## src/rtl/motor_speed_pid.sv

```systemverilog
// motor_speed_pid: closed-loop PID speed controller for one wall-follower motor.
//
// Once every UPDATE_TICKS clk_en ticks (aligned with the tachometer window) the
// target and measured RPM are sampled. A PID update then steps through a short
// FSM on the fast clock, and the clamped 10-bit duty command is published.
//
// Ports:
//   clk_in          125 MHz system clock
//   reset_in        synchronous, active-high reset
//   clk_en          10 kHz single-cycle enable tick
//   enable_in       loop enable; low holds the controller off with cleared state
//   target_rpm_in   commanded RPM, unsigned 10-bit
//   actual_rpm_in   measured RPM, unsigned 10-bit
//   duty_out        PWM duty command, unsigned 10-bit
//   duty_valid_out  single-cycle strobe when duty_out updates
module motor_speed_pid #(
  parameter int unsigned UPDATE_TICKS = 500,
  parameter int unsigned FRAC_BITS    = 8,
  parameter int unsigned KP           = 256,
  parameter int unsigned KI           = 0,
  parameter int unsigned KD           = 0,
  parameter int unsigned INTEG_MAX    = 4096,
  parameter int unsigned DUTY_MAX     = 1023
) (
  input  logic       clk_in,
  input  logic       reset_in,
  input  logic       clk_en,
  input  logic       enable_in,
  input  logic [9:0] target_rpm_in,
  input  logic [9:0] actual_rpm_in,
  output logic [9:0] duty_out,
  output logic       duty_valid_out
);

  localparam int unsigned CntW = (UPDATE_TICKS > 1) ? $clog2(UPDATE_TICKS) : 1;
  localparam logic [CntW-1:0]     CntLast   = CntW'(UPDATE_TICKS - 1);
  localparam logic signed [31:0]  KpS       = 32'(KP);
  localparam logic signed [31:0]  KiS       = 32'(KI);
  localparam logic signed [31:0]  KdS       = 32'(KD);
  localparam logic signed [31:0]  IntegMaxS = 32'(INTEG_MAX);
  localparam logic signed [39:0]  DutyMaxS  = 40'(DUTY_MAX);

  typedef enum logic [2:0] {StIdle, StErr, StMul, StAcc, StSum, StSat} state_e;

  state_e               state_q, state_d;
  logic [CntW-1:0]      cnt_q, cnt_d;
  logic [9:0]           tgt_q, tgt_d, act_q, act_d;
  logic signed [11:0]   err_q, err_d, derr_q, derr_d, prev_err_q, prev_err_d;
  logic signed [31:0]   p_q, p_d, d_q, d_d, integ_q, integ_d;
  logic signed [39:0]   s_q, s_d;
  logic                 sat_hi_q, sat_hi_d, sat_lo_q, sat_lo_d;
  logic [9:0]           sat_duty_q, sat_duty_d;
  logic                 out_pend_q, out_pend_d;
  logic [9:0]           duty_q, duty_d;
  logic                 valid_q, valid_d;

  logic                 update_tick;
  logic signed [11:0]   err_new;
  logic signed [31:0]   integ_sum;
  logic                 acc_hold;

  assign update_tick = clk_en && (cnt_q == CntLast);

  always_comb begin
    state_d    = state_q;
    cnt_d      = cnt_q;
    tgt_d      = tgt_q;
    act_d      = act_q;
    err_d      = err_q;
    derr_d     = derr_q;
    prev_err_d = prev_err_q;
    p_d        = p_q;
    d_d        = d_q;
    integ_d    = integ_q;
    s_d        = s_q;
    sat_hi_d   = sat_hi_q;
    sat_lo_d   = sat_lo_q;
    sat_duty_d = sat_duty_q;
    out_pend_d = 1'b0;
    duty_d     = duty_q;
    valid_d    = 1'b0;
    err_new    = '0;
    integ_sum  = '0;
    acc_hold   = 1'b0;

    // Tick counter free-runs regardless of enable_in.
    if (clk_en) begin
      cnt_d = update_tick ? '0 : cnt_q + 1'b1;
    end

    unique case (state_q)
      StIdle: begin
        if (update_tick) begin
          tgt_d   = target_rpm_in;
          act_d   = actual_rpm_in;
          state_d = StErr;
        end
      end
      StErr: begin
        err_new = $signed({2'b00, tgt_q}) - $signed({2'b00, act_q});
        err_d   = err_new;
        derr_d  = err_new - prev_err_q;
        state_d = StMul;
      end
      StMul: begin
        p_d     = KpS * 32'(err_q);
        d_d     = KdS * 32'(derr_q);
        state_d = StAcc;
      end
      StAcc: begin
        // Anti-windup: stop integrating further into a saturated output.
        acc_hold  = (sat_hi_q && (err_q > 12'sd0)) || (sat_lo_q && (err_q < 12'sd0));
        integ_sum = integ_q + (acc_hold ? 32'sd0 : 32'(err_q));
        if (integ_sum > IntegMaxS) begin
          integ_d = IntegMaxS;
        end else if (integ_sum < -IntegMaxS) begin
          integ_d = -IntegMaxS;
        end else begin
          integ_d = integ_sum;
        end
        prev_err_d = err_q;
        state_d    = StSum;
      end
      StSum: begin
        s_d     = (40'(p_q) + 40'(KiS * integ_q) + 40'(d_q)) >>> FRAC_BITS;
        state_d = StSat;
      end
      StSat: begin
        sat_hi_d = (s_q >= DutyMaxS);
        sat_lo_d = (s_q <= 40'sd0);
        if (s_q >= DutyMaxS) begin
          sat_duty_d = 10'(DUTY_MAX);
        end else if (s_q <= 40'sd0) begin
          sat_duty_d = 10'd0;
        end else begin
          sat_duty_d = s_q[9:0];
        end
        out_pend_d = 1'b1;
        state_d    = StIdle;
      end
      default: state_d = StIdle;
    endcase

    // Output stage: publish the clamped result one cycle after SAT.
    if (out_pend_q) begin
      duty_d  = sat_duty_q;
      valid_d = 1'b1;
    end

    // Loop disabled: abort any update and return to a clean, zero-duty state.
    if (!enable_in) begin
      state_d    = StIdle;
      integ_d    = '0;
      prev_err_d = '0;
      sat_hi_d   = 1'b0;
      sat_lo_d   = 1'b0;
      out_pend_d = 1'b0;
      duty_d     = '0;
      valid_d    = 1'b0;
    end
  end

  always_ff @(posedge clk_in) begin
    if (reset_in) begin
      state_q    <= StIdle;
      cnt_q      <= '0;
      tgt_q      <= '0;
      act_q      <= '0;
      err_q      <= '0;
      derr_q     <= '0;
      prev_err_q <= '0;
      p_q        <= '0;
      d_q        <= '0;
      integ_q    <= '0;
      s_q        <= '0;
      sat_hi_q   <= 1'b0;
      sat_lo_q   <= 1'b0;
      sat_duty_q <= '0;
      out_pend_q <= 1'b0;
      duty_q     <= '0;
      valid_q    <= 1'b0;
    end else begin
      state_q    <= state_d;
      cnt_q      <= cnt_d;
      tgt_q      <= tgt_d;
      act_q      <= act_d;
      err_q      <= err_d;
      derr_q     <= derr_d;
      prev_err_q <= prev_err_d;
      p_q        <= p_d;
      d_q        <= d_d;
      integ_q    <= integ_d;
      s_q        <= s_d;
      sat_hi_q   <= sat_hi_d;
      sat_lo_q   <= sat_lo_d;
      sat_duty_q <= sat_duty_d;
      out_pend_q <= out_pend_d;
      duty_q     <= duty_d;
      valid_q    <= valid_d;
    end
  end

  assign duty_out       = duty_q;
  assign duty_valid_out = valid_q;

endmodule

```

## config.mk

```make
export PLATFORM = sky130hd
export DESIGN_NAME = motor_speed_pid
export DESIGN_NICKNAME = d
export VERILOG_FILES = /design/src/rtl/motor_speed_pid.sv
export SDC_FILE = /design/constraint.sdc
export NUM_CORES = 1
export LEC_CHECK = 0
export CAP_MARGIN = 15
export CORE_MARGIN = 4
export CORE_UTILIZATION = 29
export CTS_BUF_LIST = sky130_fd_sc_hd__clkbuf_16
export CTS_CLUSTER_SIZE = 12
export DETAILED_ROUTE_END_ITERATION = 16
export PLACE_DENSITY = 0.57
export SYNTH_ARGS = -nofsm -noshare
export SYNTH_HDL_FRONTEND = slang
export SYNTH_SLANG_ARGS = --single-unit
```

## constraint.sdc

```tcl
create_clock -name clk_in -period 4 [get_ports clk_in]
set_input_delay 0.8 -clock clk_in [delete_from_list [all_inputs] [get_ports clk_in]]
set_output_delay 0.8 -clock clk_in [all_outputs]
set_load 0.03 [all_outputs]
```

After elaboration in Yosys (flattened, before gate mapping)
Index checks and enable logic that the tools add are counted.

cells by class
  add/subtract/negate cells = 2
  order comparisons = 2
  equality and inequality tests = 7
  mux-type cells = 7
  bitwise operators = 1
  reductions and logical operators = 4

operator list
  operator                                                                           number
  10-bit 2-to-1 mux                                                                  2
  3-bit case mux with 5 select lines                                                 1
  11-bit greater-or-equal comparator, second input constant                          1
  11-bit by 1-bit less-or-equal comparator with 1-bit output, second input constant  1
  10-bit by 10-bit subtractor with 11-bit output                                     1
  9-bit by 1-bit adder with 9-bit output, second input constant                      1
  9-bit equality test, second input constant                                         1
  9-bit 2-to-1 mux                                                                   1
  3-bit by 2-bit equality test with 1-bit output, second input constant              2
  3-bit equality test, second input constant                                         2
  3-bit by 1-bit equality test with 1-bit output, second input constant              1
  3-bit zero test                                                                    1
  3-bit 2-to-1 mux                                                                   1
  1-bit 2-to-1 mux                                                                   2
  2-bit != test, second input constant                                               1
  2-bit AND reduction                                                                1
  2-bit OR reduction                                                                 1
  1-bit logical AND                                                                  1
  1-bit inverter                                                                     1

storage, ports and cells
  flip-flop bits (word level) = 87
  input port bits = 24
  output and inout bits = 11
  logic and storage cells = 34

Longest topological paths before layout
Gate-level depths: netlist of the first run.

  depth after elaboration = 4
  gate-level depth with buffers = 9
  depth with buffers taken out = 9

Worst setup path after synthesis of the first run
OpenSTA, ideal clock, no wires.

  path kind = input port to flip-flop
  start = in clk_en
  end = reg act_q[0]
  setup time = 0.128 ns
  data arrival time = 1.917 ns
  required time = 3.872 ns
  slack = 1.955 ns
  stages on the path = 8
  buffers on the path = 3
  cell sequence = buf_4 -> and4_1 -> and4_1 -> and3b_1 -> buf_4 -> buf_12 -> mux2i_1 -> nor2_1

on the way
  longest elaborated chain between the ends = 2

RTL lines
  element                               line  RTL
  from (decl)                           27    input logic clk_en,
  1-bit logical AND                     62    assign update_tick = clk_en && (cnt_q == CntLast);
  2-bit AND reduction (no source line)  -
  to (signal assigned)                  186   act_q <= act_d;
  to (decl)                             47    logic [9:0] tgt_q, tgt_d, act_q, act_d;

No other way between the ends.
A chain may end at the register's enable or synchronous reset.

Final worst setup path of the first run
  start = in clk_en
  end = reg tgt_q[4]

on the way
  longest elaborated chain between the ends = 2

RTL lines
  element                               line  RTL
  1-bit logical AND                     62
  2-bit AND reduction (no source line)  -
  to (signal assigned)                  185   tgt_q <= tgt_d;
  to (decl)                             47

No other way between the ends.

==> results list, run 1 <==
- Y dimension of the die: between 100 and 150 µm
* Share of async-settable or async-resettable flops after synthesis: 0
* Timing-limited maximum frequency: 403.9 MHz
- Of the total power, the share spent switching nets is 0.1993.
- Wires add up to 6.908 mm.
* Reg2Reg Launch Point: act_q[1]
* Sw Pwr: between 300 and 400 µW
- Most used flip-flop cell after synthesis: dfxtp_1
- Post-detail-place hpwl: 4.992 mm
- Synthesized area: about 3700 µm²
- The internal power of the cells totals 1364 µW.
- Hold WS: 0.4562 ns
- Number of design rule violations left after detail routing: 0
* Detailed Routing Iterations Pass 1: 4
* Detailed-route vias per instance: 4.446
- From synthesis to final layout, the design area changed by 19.32%.
* Crit end category: register
- Counting flops with a built-in enable in the synthesized netlist gives 0.
* Buffer type at the clock tree root: clkbuf_16
- The via count of the first global-routing pass came to around 2600.
- Clock skew on the completed layout was measured at 0.004126 ns.
* Leakage Power: 0.001512 µW
- Yosys synthesis warning count: 0
- The number of buffers and inverters on the critical path is 2.
- Summed over all layers, the global routing overflow is 0.
- Time the final worst path needs with I/O delays and setup: ~2.5 ns
- Data on the critical path is required at its endpoint by 4.20 ns.
- Routed via count: 2699
- Counting flops and latches in the post-synthesis netlist gives 87.
* Cell count of the worst hold path: 2
* Clock-pin slew on the worst setup and hold paths: 0.06 ns
- Setup repair after global routing left no endpoint under its margin.
- Total I/O pin count: 35
* Diodes inserted: 0
* Worst IR Drop VDD: 0.0002117 V
* Distinct cell type count of the synthesized netlist: between 40 and 50
- Worst Reg2Reg Path Length in Cells: 7
* Status: finished, final reports clean
* Share of the yosys chip area belonging to registers: 0.4677
* Port Buf Inserts: 34
- The initial utilization of the core area, before any placement, comes to 0.2951.
- Maximum Capacitance Violations: 0
- Of the cells placed in the final design, the portion with a size suffix greater than 1 is 0.04138.
- The first global-routing pass estimated 11.97 mm of wire.
- The core region is 12620 µm².
- Buffers added to address setup during post-CTS repair amount to 0.
* Total routing usage reported by global routing: 0.09916
- Cell types occupying the most area after synthesis: dfxtp_1 47%, mux2i_1 11%, nor2_1 6.8%
* Fraction of synthesized cell area taken by the top area cell type: 0.4677
* FF-to-FF End: err_q[7]
- The startpoint identified for the worst hold timing path is sat_duty_q[9].
- Max-slew headroom: 0.3167
- The biggest area contributor in the post-synthesis netlist is dfxtp_1.
- Crit-path cells: clkdlybuf4s50_1 -> and4_1 -> and4_1 -> and3b_1 -> buf_4 -> mux2i_1 -> nor2_1
- Of the total power, registers draw 0.511.
* H-tree lvl count: 3
* Critical Path Start Type: primary input
- Clk network pwr share: 0.463
* Clock tree buffer depth: 2
- Hold buffer count at CTS: 0
- Transition time of the tightest slew-check pin: 1.020 ns
- The path with the worst hold slack has its endpoint at sat_duty_q[9].
- The number of max-slew violations in the final report came to 0.
- Worst setup path category: primary input to register
- The number of gates resized after CTS was 0.
- Clock tree synthesis inserted a total of 9 buffers.
* Synthesized instance count: 407
- Largest delay share family, worst path: buffers and inverters
- On the worst path, the slowest cell contributes a delay of between 0.6 and 0.7 ns.
- Instance area after placement: about 4200 µm²
* Wire length per cell: around 11 µm
* Total power consumption of the routed design: 1704 µW
- Number of violations reported at the end of detailed-routing iteration 0: 80
- In this run the horizontal extent of the chip is 121.3 µm.
* Area of all placed cells without fillers: between 4000 and 5000 µm²
* Finish-stage setup viols: 0
- Entering global routing, the biggest net connects 71 pins.
- CTS tree: done
* Logic pwr share: 0.026
* Hold Crit Class: register to register
- The slowest stage of the critical path belongs to the cell clkdlybuf4s50_1.
- Adding up every negative setup slack in the final design gives 0 ns.
- Dividing the final minimum period by the clock period gives 0.6190.
- The number of antenna violations at the first check in global routing was 0.
- Clk_lat worst skew: ~0.33 ns
- Arrival time at the worst endpoint: approximately 2.7 ns
* Total clock sinks: between 80 and 90
- Dividing total power by cell area gives a power density of 383.6 nW/µm².
- Row count: 41
- Final estimated routing congestion in global placement: 0.7586
- Syn Area/Cell: between 9 and 10 µm²
* Synthesized netlist net count: 443
* Post-route ant nets: 0
* Number of failing hold endpoints at the final stage: 0
* Fin nets: approximately 470
* Area of the die: 14720 µm²
* Internal reg-to-reg setup slack: 1.96 ns
- Along the worst path, the maximum fanout reaches 20.
- Counting stages on the worst path, the most repeated cell is and4_1.
==> worst min-delay path, cell delays in order, from the launching register on <==
cell     delay [ns]
dfxtp_1        0.31
nand2_1        0.05
a21oi_1        0.05
==> sequential cells by signal, indices dropped and copies added (netlist names) <==
name and cells:
state_q 3, cnt_q 9, sat_duty_q 10, act_q 10, duty_valid_out 1, err_q 11
tgt_q 10, duty_out 10, s_q 11, out_pend_q 1, p_q 11
==> layout by cell type, fill, tap and decap left out, types with 2 or more instances in the layout <==
cell	count
dfxtp_1	87
nor2_1	67
mux2i_1	42
nand2_1	40
clkdlybuf4s50_1	33
a21oi_1	26
inv_1	15
a211oi_1	11
ha_1	11
nand2b_1	9
clkbuf_16	9
nand3b_1	7
xnor2_1	6
nor3b_1	5
nand3_1	5
xor2_1	5
a21o_1	5
o21ai_0	5
nand4_1	4
nor2b_1	4
nor3_1	3
and4_1	2
and3_1	2
or4_1	2
nand4b_1	2
and2_1	2
clkinv_1	2
buf_4	2
==> cells by family after synthesis <==
family,count (synthesis),synth area share
xor gates and xnor gates,11,0.02587
and+or+nand+nor,160,0.2036
AOI/OAI and AO/OA,58,0.09846
buffers and inverters,37,0.04906
muxes,42,0.1129
adders and majority gates,12,0.04234
DFF,87,0.4677
==> synthesized netlist by cell type (2+ instances only) <==
library cell / count
dfxtp_1: 87
nor2_1: 67
mux2i_1: 42
nand2_1: 40
a21oi_1: 26
clkbuf_1: 15
inv_1: 14
a211oi_1: 11
ha_1: 11
nand2b_1: 9
nand3b_1: 7
nor3b_1: 6
xnor2_1: 6
a21o_1: 5
nand3_1: 5
o21ai_0: 5
xor2_1: 5
nand4_1: 4
nor2b_1: 4
buf_2: 3
nor3_1: 3
and2_1: 2
and3_1: 2
and4_1: 2
buf_12: 2
buf_4: 2
nand4b_1: 2
or4_1: 2
==> routing by layer <==
metal	wire length [µm]	GRT usage
met1	3535	0.1273
met3	290	0.03497
met2	2981	0.1537
met5	0	0
met4	99	0.03571
==> power by group through the flow <==
stage	clock network (µW)	logic (µW)	registers, µW
after floorplan	0	19.7	889
final	789	44.9	870
after global placement	0	44.6	889
after global routing	855	48.5	870
after CTS	816	45.8	870
after detailed placement	0	45.8	890
==> worst max-delay path by stage <==
| stage | from | to | slack (ns) | cells past startpoint |
|---|---|---|---|---|
| 5_1_grt | clk_en | tgt_q[6] | 1.39 | 7 |
| 4_1_cts | clk_en | tgt_q[0] | 1.53 | 7 |
| 6_report | clk_en | tgt_q[4] | 1.52 | 7 |
| 3_5_place_dp | clk_en | tgt_q[4] | 1.18 | 7 |
| 2_1_floorplan | clk_en | act_q[0] | 1.96 | 8 |
| 3_3_place_gp | clk_en | tgt_q[9] | 1.23 | 7 |
==> per-stage QoR <==
step / utilization / std cells / worst slack, ns
floorplan: - / 407 / 1.955
global placement: 0.3300 / 592 / 1.234
detailed placement: 0.3300 / 592 / 1.183
CTS: 0.3521 / 607 / 1.535
global route: 0.3521 / 607 / 1.388
finish: 0.3521 / 607 / 1.524
==> area by class of cell <==
cell class / count / area, µm²
clock buffer: 9 / 225.2
fill: 1373 / 8177
tap: 172 / 215.2
multi-input combinational: 283 / 1804
sequential: 87 / 1742
timing repair buffer: 36 / 350.3
inverter: 14 / 52.55
clock inverter: 6 / 53.80
No activity file was read; power rests on OpenSTA's default activity.
==> run 2, diff against run 1 <==
PLACE_DENSITY = 0.59   (was 0.57)
clock period = 2.2 ns   (was 4 ns; I/O delays follow)
==> results list, run 2 (synthesized netlist as in run 1, its figures left out) <==
* Wire length per cell: 10.96 µm
- Area occupied by registers: 1742 µm²
- Row count: 41
* Crit-path cells: inv_1 -> ha_1 -> nor2b_1 -> o31ai_1 -> a21oi_1 -> or3_1 -> a32o_1
- CTS placed an instance of clkbuf_16 at the clock tree root.
- For met2 alone, demand over resource in global routing was 0.1565.
- Final estimated routing congestion in global placement: 0.7690
- Transition time of the tightest slew-check pin: 0.5728 ns
- H-tree lvl count: 3
- Post-route ant nets: 0
- Y dimension of the die: 121.3 µm
* Total congestion overflow: 0
- Instance area after placement: 4237 µm²
- In the final layout, the registers with the most flip-flops are err_q x11, p_q x11, s_q x11.
* Finish-stage setup viols: 0
- Power Dens Cells: 712.5 nW/µm²
- First-pass GRT wire length: 11.90 mm
* Critical Path Start Type: register
- STA classifies the critical path endpoint as a register.
* Total routing usage reported by global routing: 0.09850
- Summed over all layers, the routed wires come to 6.749 mm.
* Clock-pin slew on the worst setup and hold paths: 0.06 ns
- In this run, post-CTS hold repair placed 0 buffers.
- The total count of hold-check failures in the final report came to 0.
- Most common cell after layout, fill and taps aside: dfxtp_1
- Headroom to the max-slew limit came out at 0.6131.
- Buffers placed on the I/O ports in this run total 34.
* Clock tree buffer depth: 2
- Detailed Routing Iterations Pass 1: 4
* Fraction of the core area covered by cells at the end of the flow: 0.3606
- Largest delay share family, worst path: compound AO/OA/AOI/OAI gates
* Global routing usage on met1: 0.1245
* CP max stage delay: 0.33 ns
- Worst setup path category: register to register
- CTS tree: done
* Total I/O pin count: 35
- Data required time at the worst endpoint: 2.42 ns
- Post-detail-place hpwl: 4.980 mm
* Largest clock skew in the final design: 0.004658 ns
- Largest fanout of any net on the critical path: 2
* Routed via count: 2723
* Commonest cells after routing, fill and taps aside: 87 x dfxtp_1, 67 x nor2_1, 42 x mux2i_1, 40 x nand2_1, 33 x clkdlybuf4s50_1
- The later pin in the worst-skew pair is clocked with a latency of 0.33 ns.
- The path class of the tightest hold or removal check is register to register.
- Part of the cycle the worst path needs: 0.8716
* Maximum Capacitance Violations: 0
- Hold WS: 0.4563 ns
* Vias in the first global route: roughly 2600
- The clock drives 87 sinks.
* Initial antenna violation count: 0
- The multi-input combinational cells in the finished layout cover a total of 1804 µm².
- The die is 121.3 µm wide.
* Number of violations reported at the end of detailed-routing iteration 0: 93
- Fin nets: 475
- Dividing the detail-routed via count by the number of cells gives around 4.4.
* Placeable core region: approximately 13000 µm²
- Subtracting the final worst setup slack from the clock period gives 1.918 ns.
- Leakage Power: 0.001572 µW
- Arrival time at the worst endpoint: 2.14 ns
* Share of layout cells above drive strength 1: 0.06306
- Setup total negative slack on the finished layout was measured at 0 ns.
- CP Buf/Inv Count: 1
- Diodes inserted: 0
- Number of design rule violations left after detail routing: 0
* Layout-stage area growth over the synthesis result: 22.21%
* Number of buffers created by CTS: 9
- Number of filler instances in the final layout: 1335
* Timing-limited maximum frequency: roughly 520 MHz
* Global Route met3 Usage: 0.04103
- Status: finished, final reports clean
- The layer flagged by global routing as most heavily used is met2.
- The number of gates resized after CTS was 0.
- Area of all placed cells without fillers: between 4000 and 5000 µm²
- Setup repair after global routing missed its margin: no
- After layout, the worst setup slack is 0.2824 ns.
* Effective utilization at floorplan: 0.2951
- The number of max-slew violations in the final report was 0.
- Cell with the largest stage delay on the worst path: dfxtp_1
- Post-CTS repair timing setup buffer count: 0
- Prior to clock tree synthesis, the placed netlist has a worst setup slack of 0.05629 ns.
- Across the VDD grid, the largest voltage drop is 0.0003485 V.
- Maximum number of pins on one net before global-route repair: 25
- Area of the die: 14720 µm²
==> run 2: cell count changes in the layout (fill, tap and decap cells not counted) <==
cell / delta
buf_12: +1
buf_4: +7
bufinv_16: +1
clkinv_1: -1
clkinv_4: +1
==> run 2: worst min-delay path, delay by kind of cell, from the launching register on <==
kind / cells / cell delay, ns
AO/OA/AOI/OAI: 1 / 0.05
AND/OR/NAND/NOR: 1 / 0.05
flip-flops: 1 / 0.31
==> run 2: worst paths after layout <==
path	from	endpoint	slack, ns	cells past startpoint
max	act_q[1]	err_q[7]	0.28	7
min	err_q[4]	err_q[4]	0.46	2
max reg2reg	act_q[1]	err_q[7]	0.28	7
min reg2reg	err_q[4]	err_q[4]	0.46	2
==> run 2: final cells by class <==
class                           instances  share of cell area
Multi-Input combinational cell        283              0.3965
Timing Repair Buffer                   44             0.09293
Tap cell                              172             0.04729
Inverter                               14             0.01155
Sequential cell                        87              0.3827
Clock buffer                            9             0.04949
Clock inverter                          7             0.01952
==> run 2: routing by layer <==
layer,share of wire,wire (µm),vias to the layer above
li1,-,-,1455
met1,0.50,3346,1220
met2,0.45,3012,41
met3,0.048,324,7
met4,0.0096,65,0
met5,0,0,-
==> run 2: power by group <==
group	leakage, µW	internal (µW)	switching [µW]	total (µW)
Sequential	0.000701	1580	3.83	1580
Combinational	0.000717	48.3	38.2	86.6
Clock	0.000154	985	588	1570
Total	0.00157	2610	630	3240
==> run 2: metrics by stage <==
| step | power (µW) | cells |
|---|---|---|
| final | 3242 | 616 |
| after global routing | 3365 | 616 |
| after CTS | 3294 | 616 |
| after detailed placement | 1705 | 600 |
| after global placement | 1704 | 600 |
| after floorplan | 1652 | 407 |
